`config.mk`:
```
export PLATFORM = sky130hd
export DESIGN_NAME = pc_sequencer
export DESIGN_NICKNAME = d
export VERILOG_FILES = /design/src/rtl/pc_sequencer_pkg.sv /design/src/rtl/pc_sequencer_br_stat_counter.sv /design/src/rtl/pc_sequencer.sv
export SDC_FILE = /design/constraint.sdc
export NUM_CORES = 1
export LEC_CHECK = 0
export CELL_PAD_IN_SITES_DETAIL_PLACEMENT = 1
export CELL_PAD_IN_SITES_GLOBAL_PLACEMENT = 2
export CORE_UTILIZATION = 22
export CTS_BUF_LIST = sky130_fd_sc_hd__clkbuf_16
export CTS_CLUSTER_SIZE = 30
export DETAILED_ROUTE_END_ITERATION = 10
export HOLD_SLACK_MARGIN = 0.02
export PLACE_DENSITY_LB_ADDON = 0.15
export SLEW_MARGIN = 5
export SYNTH_ARGS = -nofsm -noshare
export SYNTH_HDL_FRONTEND = slang
export SYNTH_SLANG_ARGS = --single-unit
```
`constraint.sdc`:
```
create_clock -name i_clk -period 2.7 [get_ports i_clk]
set_input_delay 0.54 -clock i_clk [delete_from_list [all_inputs] [get_ports i_clk]]
set_output_delay 0.54 -clock i_clk [all_outputs]
set_load 0.005 [all_outputs]
```
`src/rtl/pc_sequencer_pkg.sv`:
```
// Shared definitions for the program-counter sequencer: default widths,
// reset vector and sequencer state encodings.
package pc_sequencer_pkg;

    localparam int          ADDR_W_DEF       = 16;
    localparam int          CNT_W_DEF        = 16;
    localparam logic [15:0] RESET_VECTOR_DEF = 16'h0000;

    typedef enum logic [1:0] {
        ST_RUN      = 2'd0,
        ST_REDIRECT = 2'd1,
        ST_HALTED   = 2'd2
    } state_e;

endpackage

```
`src/rtl/pc_sequencer_br_stat_counter.sv`:
```
// Saturating event counter used for branch statistics; clears only on reset.
module br_stat_counter #(
    parameter int CNT_W = 16
) (
    input  logic             i_clk,
    input  logic             i_rst_n,
    input  logic             i_inc,
    output logic [CNT_W-1:0] o_cnt
);

    logic [CNT_W-1:0] r_cnt;

    always_ff @(posedge i_clk) begin
        if (!i_rst_n) begin
            r_cnt <= '0;
        end else if (i_inc && (r_cnt != {CNT_W{1'b1}})) begin
            r_cnt <= r_cnt + {{(CNT_W-1){1'b0}}, 1'b1};
        end
    end

    assign o_cnt = r_cnt;

endmodule

```
`src/rtl/pc_sequencer.sv`:
```
// Program-counter sequencer: issues fetch addresses over valid/ready, applies taken
// branch redirects and pulses flush. Optional branch statistics under PC_BR_STATS_EN.
//
// Handshakes: a fetch transfers when o_fetch_valid & i_fetch_ready at a rising edge;
// a branch result is consumed when i_br_valid & o_br_ready at a rising edge. Both
// ready/valid outputs depend on state only.
module pc_sequencer
    import pc_sequencer_pkg::*;
#(
    parameter int                ADDR_W       = ADDR_W_DEF,
    parameter logic [ADDR_W-1:0] RESET_VECTOR = '0,
    parameter int                CNT_W        = CNT_W_DEF
) (
    input  logic              i_clk,
    input  logic              i_rst_n,
    input  logic              i_br_valid,
    input  logic              i_br_taken,
    input  logic [ADDR_W-1:0] i_br_target,
    output logic              o_br_ready,
    input  logic              i_halt,
    output logic [ADDR_W-1:0] o_fetch_addr,
    output logic              o_fetch_valid,
    input  logic              i_fetch_ready,
    output logic              o_flush,
    output logic [CNT_W-1:0]  o_br_taken_cnt,
    output logic [CNT_W-1:0]  o_br_total_cnt,
    output logic [1:0]        o_state
);

    state_e            r_state;
    logic [ADDR_W-1:0] r_fetch_addr;
    logic              r_flush;

    state_e            w_state_nxt;
    logic [ADDR_W-1:0] w_addr_nxt;
    logic              w_flush_nxt;
    logic              w_br_accept;
    logic              w_br_take;
    logic              w_fetch_fire;

    assign o_fetch_valid = (r_state == ST_RUN);
    assign o_br_ready    = (r_state == ST_RUN) || (r_state == ST_HALTED);
    assign o_fetch_addr  = r_fetch_addr;
    assign o_flush       = r_flush;
    assign o_state       = r_state;

    assign w_br_accept  = i_br_valid & o_br_ready;
    assign w_br_take    = w_br_accept & i_br_taken;
    assign w_fetch_fire = o_fetch_valid & i_fetch_ready;

    always_ff @(posedge i_clk) begin
        if (!i_rst_n) begin
            r_state      <= ST_REDIRECT;
            r_fetch_addr <= RESET_VECTOR;
            r_flush      <= 1'b0;
        end else begin
            r_state      <= w_state_nxt;
            r_fetch_addr <= w_addr_nxt;
            r_flush      <= w_flush_nxt;
        end
    end

    always_comb begin
        w_state_nxt = r_state;
        w_addr_nxt  = r_fetch_addr;
        w_flush_nxt = 1'b0;
        case (r_state)
            ST_RUN: begin
                // A taken redirect overrides any fetch increment in the same cycle.
                if (w_br_take) begin
                    w_addr_nxt  = i_br_target;
                    w_flush_nxt = 1'b1;
                    w_state_nxt = i_halt ? ST_HALTED : ST_REDIRECT;
                end else begin
                    if (w_fetch_fire) begin
                        w_addr_nxt = r_fetch_addr + {{(ADDR_W-1){1'b0}}, 1'b1};
                    end
                    if (i_halt) begin
                        w_state_nxt = ST_HALTED;
                    end
                end
            end
            ST_REDIRECT: begin
                w_state_nxt = i_halt ? ST_HALTED : ST_RUN;
            end
            ST_HALTED: begin
                if (w_br_take) begin
                    w_addr_nxt  = i_br_target;
                    w_flush_nxt = 1'b1;
                end else if (!i_halt) begin
                    w_state_nxt = ST_RUN;
                end
            end
            default: begin
                w_state_nxt = ST_REDIRECT;
            end
        endcase
    end

`ifdef PC_BR_STATS_EN
    br_stat_counter #(.CNT_W(CNT_W)) u_taken_cnt (
        .i_clk   (i_clk),
        .i_rst_n (i_rst_n),
        .i_inc   (w_br_take),
        .o_cnt   (o_br_taken_cnt)
    );

    br_stat_counter #(.CNT_W(CNT_W)) u_total_cnt (
        .i_clk   (i_clk),
        .i_rst_n (i_rst_n),
        .i_inc   (w_br_accept),
        .o_cnt   (o_br_total_cnt)
    );
`else
    assign o_br_taken_cnt = '0;
    assign o_br_total_cnt = '0;
`endif

endmodule

```
==> results.txt, run 1 <==
Router iterations before antenna repair - 4
GPL Wtd Cong - 0.7337
Setup crit end kind - output port
Least-Margin Pin Slew - 0.5207 ns
Design area - 1949 µm²
Yosys warns - 0
Worst path most repeated cell - inv_1
DR vias - 1,422
Chip Height - 83.78 µm
Largest net degree at the start of global routing - 25
Drt drc - 0
I/O Pins - 75
Die Span X - 83.78 µm
Dpl hpwl - 3294 µm
Gr usage total - 0.1258
CTS resizes - 0
Placed Instance Area - 1871 µm²
Worst EP required - 2.16 ns
Vias in the first global route - 1,350
Mapped Area - 1471 µm²
Max frequency - 421.6 MHz
Setup Skew - 0.002470 ns
Clock sink count - 19
Core Rows - 29
Clock latency on the worst-skew pair - 0.25 ns
CORE AREA - 6386 µm²
Post-synth top area cell - dfxtp_1
Syn avg cell area - 7.744 µm²
Leak - 0.7027 nW
Slew headroom - 0.6529
Post-CTS Hold Buffers - 0
CP top delay family - buffers and inverters
Ordered cell list for the critical path - inv_1, ha_1, nor2_1, inv_1, clkdlybuf4s50_1
Initial antenna violation count - 0
Arrival @ worst endpoint - 1.83 ns
CP max-delay cell - clkdlybuf4s50_1
Total grt overflow - 0
Hold Slack - 0.5312 ns
Total negative setup slack - 0 ns
Slew Limit Fails - 0
CTS Buffer Depth - 2
DR WL/cell - 14.11 µm
Seq/Total Area, Yosys - 0.2585
HP Class - flip-flop to flip-flop
Synth cell count leaders - 34 x buf_4, 19 x dfxtp_1, 14 x o21ai_0
Cell area power density - 605.4 nW/µm²
Max-Cap Viols - 0
Status - finished clean
1st-iter DRT viols - 49
Crit-path max FO - 9
Vias/cell - 4.587
Area growth syn-to-layout - 32.48%
Cell count after synthesis - 190
CP max stage delay - 0.45 ns
Worst Path Buf+Inv - 3
Most frequent cell after synthesis - buf_4
Ant diodes - 0
Setup CP Type - flip-flop to output port
# port buffers - 42
Critical Path Start Type - flip-flop
Starting density of the core - 0.2304
CTS clk-pin slew, worst paths - 0.06 ns
Antenna viol nets, final - 0
CTS tree - built
Yosys top cell area share - 0.2585
CTS root buf - clkbuf_16
Die ar. - 7019 µm²
Endpoints failing setup - 0
Max VDD drop - 0.2893 mV
Min cycle time layout - 2.372 ns
Final #Nets - 261
Post-CTS setup buffer count - 0
Routed WL - 4373 µm
Primary FF master, synth - dfxtp_1
CTS H-tree lvls - 1
EDFF count, synth - 0
Fraction of the cycle the final worst path needs - 0.8786
Filler cells - 780
Ratio of cells with drive above 1 in the final layout - 0.06867
Synth area leaders - dfxtp_1 26%, buf_4 17%, o21ai_0 4.8%, ha_1 4.3%, a21oi_1 4.1%
RSZ-0062 raised after global routing - no
Post-synth cell types - 42
First-pass GRT wire length - 7065 µm
Post-synth ARST share - 0
Count of final hold-check violations - 0
Total CTS buffers - 3
Register bit total from synthesis - 19
[stage by stage]
stage / instances / worst slack, ns / utilization / total power, mW
detailed placement: 306 / 0.3550 / 0.2929 / 0.8746
global placement: 306 / 0.3948 / 0.2929 / 0.8753
global route: 310 / 0.2031 / 0.3053 / 1.271
floorplan: 221 / 0.7981 / - / 0.6846
finish: 310 / 0.3279 / 0.3053 / 1.180
CTS: 310 / 0.3303 / 0.3053 / 1.200
[kinds of logic after synthesis]
logic type      Yosys count  synth area share
other cells               1          0.002549
flops                    19            0.2585
compound gates           58            0.2721
mux                       1          0.007653
simple gates             55            0.1939
buf+inv                  51            0.2228
fa+ha+maj                 5           0.04252
[layout by cell type, fill, tap and decap left out, drive strengths merged, types with 2 or more instances in the layout]
cell type	count
clkdlybuf4s50	42
conb	32
dfxtp	19
o21ai	14
nand2	13
a21oi	12
inv	10
nor2	10
buf	8
a32o	6
nand3	6
nor4	5
a22o	5
nor3	5
ha	5
nand4	4
a31oi	3
or4	3
and2	3
clkbuf	3
a21o	2
a32oi	2
a211oi	2
o32ai	2
or3	2
[worst paths after layout]
kind / startpoint / endpoint / slack, ns / cells after the start
worst min-delay path: o_fetch_addr[15] / o_fetch_addr[15] / 0.53 / 1
worst min register to register: o_fetch_addr[15] / o_fetch_addr[15] / 0.53 / 1
worst max register to register: o_fetch_addr[0] / o_fetch_addr[14] / 0.61 / 5
worst max-delay path: o_state[0] / o_br_ready / 0.33 / 5
[worst reg2reg max path, cell delays in order, from the launching register on]
cell and delay (ns):
dfxtp_1 0.43, ha_1 0.25, nand3_2 0.20, or4_1 0.57
or4_1 0.41, a31oi_1 0.17
[report_power, final]
| part | switching (mW) | leakage [nW] | internal (mW) |
|---|---|---|---|
| registers | 0.0513 | 0.154 | 0.317 |
| clock network | 0.116 | 0.0423 | 0.197 |
| logic | 0.253 | 0.506 | 0.245 |
[registers in the layout (all words and copies together), names as in the netlist]
| name | cells |
|---|---|
| o_flush | 1 |
| o_state | 2 |
| o_fetch_addr | 16 |
[layer usage]
layer  routed length, µm  GRT usage  share of wire  vias to the layer above
met1                2175     0.1739           0.50                      654
met2                1947     0.1996           0.45                       44
met5                   0          0              0                        -
met4                  35    0.02311         0.0080                        0
li1                    -          -              -                      722
met3                 215    0.03066          0.049                        2
[area by class of cell]
cell class | count | area (µm²) | area share
timing repair buffer | 50 | 480.5 | 0.2465
sequential | 19 | 380.4 | 0.1951
clock buffer | 3 | 75.07 | 0.03851
inverter | 9 | 33.78 | 0.01733
clock inverter | 1 | 3.754 | 0.001926
multi-input combinational | 151 | 879.6 | 0.4512
tap | 77 | 96.34 | 0.04942
Power figures use the tool's default switching activity.
==> inputs of run 2 (changes only) <==
--- a/config.mk
+++ b/config.mk
@@ -13,6 +13,7 @@
 export DETAILED_ROUTE_END_ITERATION = 10
 export HOLD_SLACK_MARGIN = 0.02
 export PLACE_DENSITY_LB_ADDON = 0.15
+export RECOVER_POWER = 50
 export SLEW_MARGIN = 5
 export SYNTH_ARGS = -nofsm -noshare
 export SYNTH_HDL_FRONTEND = slang
==> run 2 against run 1 <==
Net effect:
- via count is 0.14% higher
- cell count stayed put
- worst setup slack better by 0.031 ns
- die area stayed put
- clock skew hardly changed
- sequential share of layout area stayed put
- hold slack worse by 0.0060 ns
- sequential power hardly changed
- largest cell class unchanged
==> results.txt, run 2 (synthesis gave the netlist of run 1 again) <==
Total power - 1.164 mW (-1.4%)
Min cycle time layout - 2.341 ns (-0.03061 ns)
Post-CTS Hold Buffers - 0 (unchanged)
Vias/cell - 4.594 (+0.14%)
Die Span X - 83.78 µm (unchanged)
Max-Cap Viols - 0 (unchanged)
Antenna viol nets, final - 0 (unchanged)
Max frequency - 427.1 MHz (+1.3%)
Clock latency on the worst-skew pair - 0.25 ns (about the same)
Routed WL - 4351 µm (-0.50%)
Leak - 0.7549 nW (+7.4%)
CORE AREA - 6386 µm² (unchanged)
Setup crit end kind - output port
Die ar. - 7019 µm² (unchanged)
Fraction of the cycle the final worst path needs - 0.8672 (-0.01134)
Cell area power density - 597.2 nW/µm² (-1.4%)
Clock sink count - 19 (unchanged)
Initial antenna violation count - 0 (unchanged)
FF+latch area - 380.4 µm² (unchanged)
Commonest non-fill, non-tap cell in the layout - conb_1
Final WS setup - 0.3585 ns (+0.03061 ns)
Least-Margin Pin Slew - 0.5211 ns (+0.0003763 ns)
Router iterations before antenna repair - 4 (unchanged)
Vias in the first global route - 1,350 (unchanged)
Worst r2r path cells - 5 (unchanged)
Total CTS buffers - 3 (unchanged)
1st-iter DRT viols - 50 (+2.0%)
Hold Path Depth - 1 (unchanged)
Dpl hpwl - 3294 µm (unchanged)
Max VDD drop - 0.2873 mV (-0.69%)
First-pass GRT wire length - 7065 µm (unchanged)
CTS clk-pin slew, worst paths - 0.06 ns (about the same)
Ant diodes - 0 (unchanged)
Starting density of the core - 0.2304 (unchanged)
Worst EP required - 2.16 ns (about the same)
I/O Pins - 75 (unchanged)
Total negative setup slack - 0 ns (unchanged)
Area growth syn-to-layout - 32.48% (unchanged)
Chip Height - 83.78 µm (unchanged)
RSZ-0062 raised after global routing - no
Critical Path Start Type - flip-flop
CTS tree - built
CTS H-tree lvls - 1 (unchanged)
HP Class - flip-flop to flip-flop
GPL Wtd Cong - 0.7337 (unchanged)
Final #Nets - 261 (unchanged)
Area taken by multi-input logic gates - 879.6 µm² (unchanged)
CTS Buffer Depth - 2 (unchanged)
Post-CTS setup buffer count - 0 (unchanged)
Arrival @ worst endpoint - 1.80 ns (-0.03 ns)
Slew Limit Fails - 0 (unchanged)
Setup Skew - 0.002052 ns (-0.0004174 ns)
CTS resizes - 0 (unchanged)
Gr usage total - 0.1258 (unchanged)
# port buffers - 42 (unchanged)
Drt drc - 0 (unchanged)
CTS root buf - clkbuf_16
Commonest cells after routing, fill and taps aside - 32 x conb_1, 25 x clkdlybuf4s50_1, 19 x dfxtp_1, 17 x dlygate4sd3_1, 14 x o21ai_0
Slew headroom - 0.6526 (about the same)
Count of final hold-check violations - 0 (unchanged)
Endpoints failing setup - 0 (unchanged)
Status - finished clean
Ratio of cells with drive above 1 in the final layout - 0.06867 (unchanged)
Reg2Reg Setup Slack - 0.62 ns (about the same)
Setup CP Type - flip-flop to output port
Filler cells - 780 (unchanged)
Largest register FFs - 16 (unchanged)
Crit-path max FO - 9 (unchanged)
Largest net degree at the start of global routing - 25 (unchanged)
Total grt overflow - 0 (unchanged)
DR vias - 1,424 (+0.14%)
Hold Slack - 0.5251 ns (-0.006040 ns)
DR WL/cell - 14.04 µm (-0.50%)
Core Rows - 29 (unchanged)
Pre-CTS WS - 0.3550 ns (unchanged)
## run 2: cell count changes in the layout (fill, tap and decap cells not counted), sizes merged
cell           previous run  this run
dlygate4sd3               0        17
clkdlybuf4s50            42        25
## run 2: path summary, 6_finish.rpt
kind                                       start          endpoint
worst max-delay path                  o_state[1]        o_br_ready
worst min-delay path            o_fetch_addr[15]  o_fetch_addr[15]
worst max register to register   o_fetch_addr[0]  o_fetch_addr[14]
worst min register to register  o_fetch_addr[15]  o_fetch_addr[15]
## run 2: metrics by stage
stage | utilization | instance area [µm²] | cells
2_1_floorplan | - | 1588 | 221
3_3_place_gp | 0.2929 | 1871 | 306
3_5_place_dp | 0.2929 | 1871 | 306
4_1_cts | 0.3053 | 1949 | 310
5_1_grt | 0.3053 | 1949 | 310
6_report | 0.3053 | 1949 | 310
## run 2: power by group
group / switching (mW) / internal (mW)
logic: 0.251 / 0.233
clock network: 0.117 / 0.197
registers: 0.0484 / 0.317
## run 2: worst max-delay path, cell delays in order, from the launching register on
cell,delay (ns)
dfxtp_1,0.41
inv_1,0.09
ha_1,0.29
nor2_1,0.21
inv_1,0.09
clkdlybuf4s50_1,0.45
## run 2: metal layers
layer,vias to the layer above,global-route usage,wire length (µm)
li1,724,-,-
met1,656,0.1739,2144
met2,42,0.1996,1954
met3,2,0.03066,218
met4,0,0.02311,35
met5,-,0,0
## run 2: area by class of cell
class                      count  share of cell area
clock buffer                   3             0.03851
tap                           77             0.04942
sequential                    19              0.1951
inverter                       9             0.01733
timing repair buffer          50              0.2465
clock inverter                 1            0.001926
multi-input combinational    151              0.4512
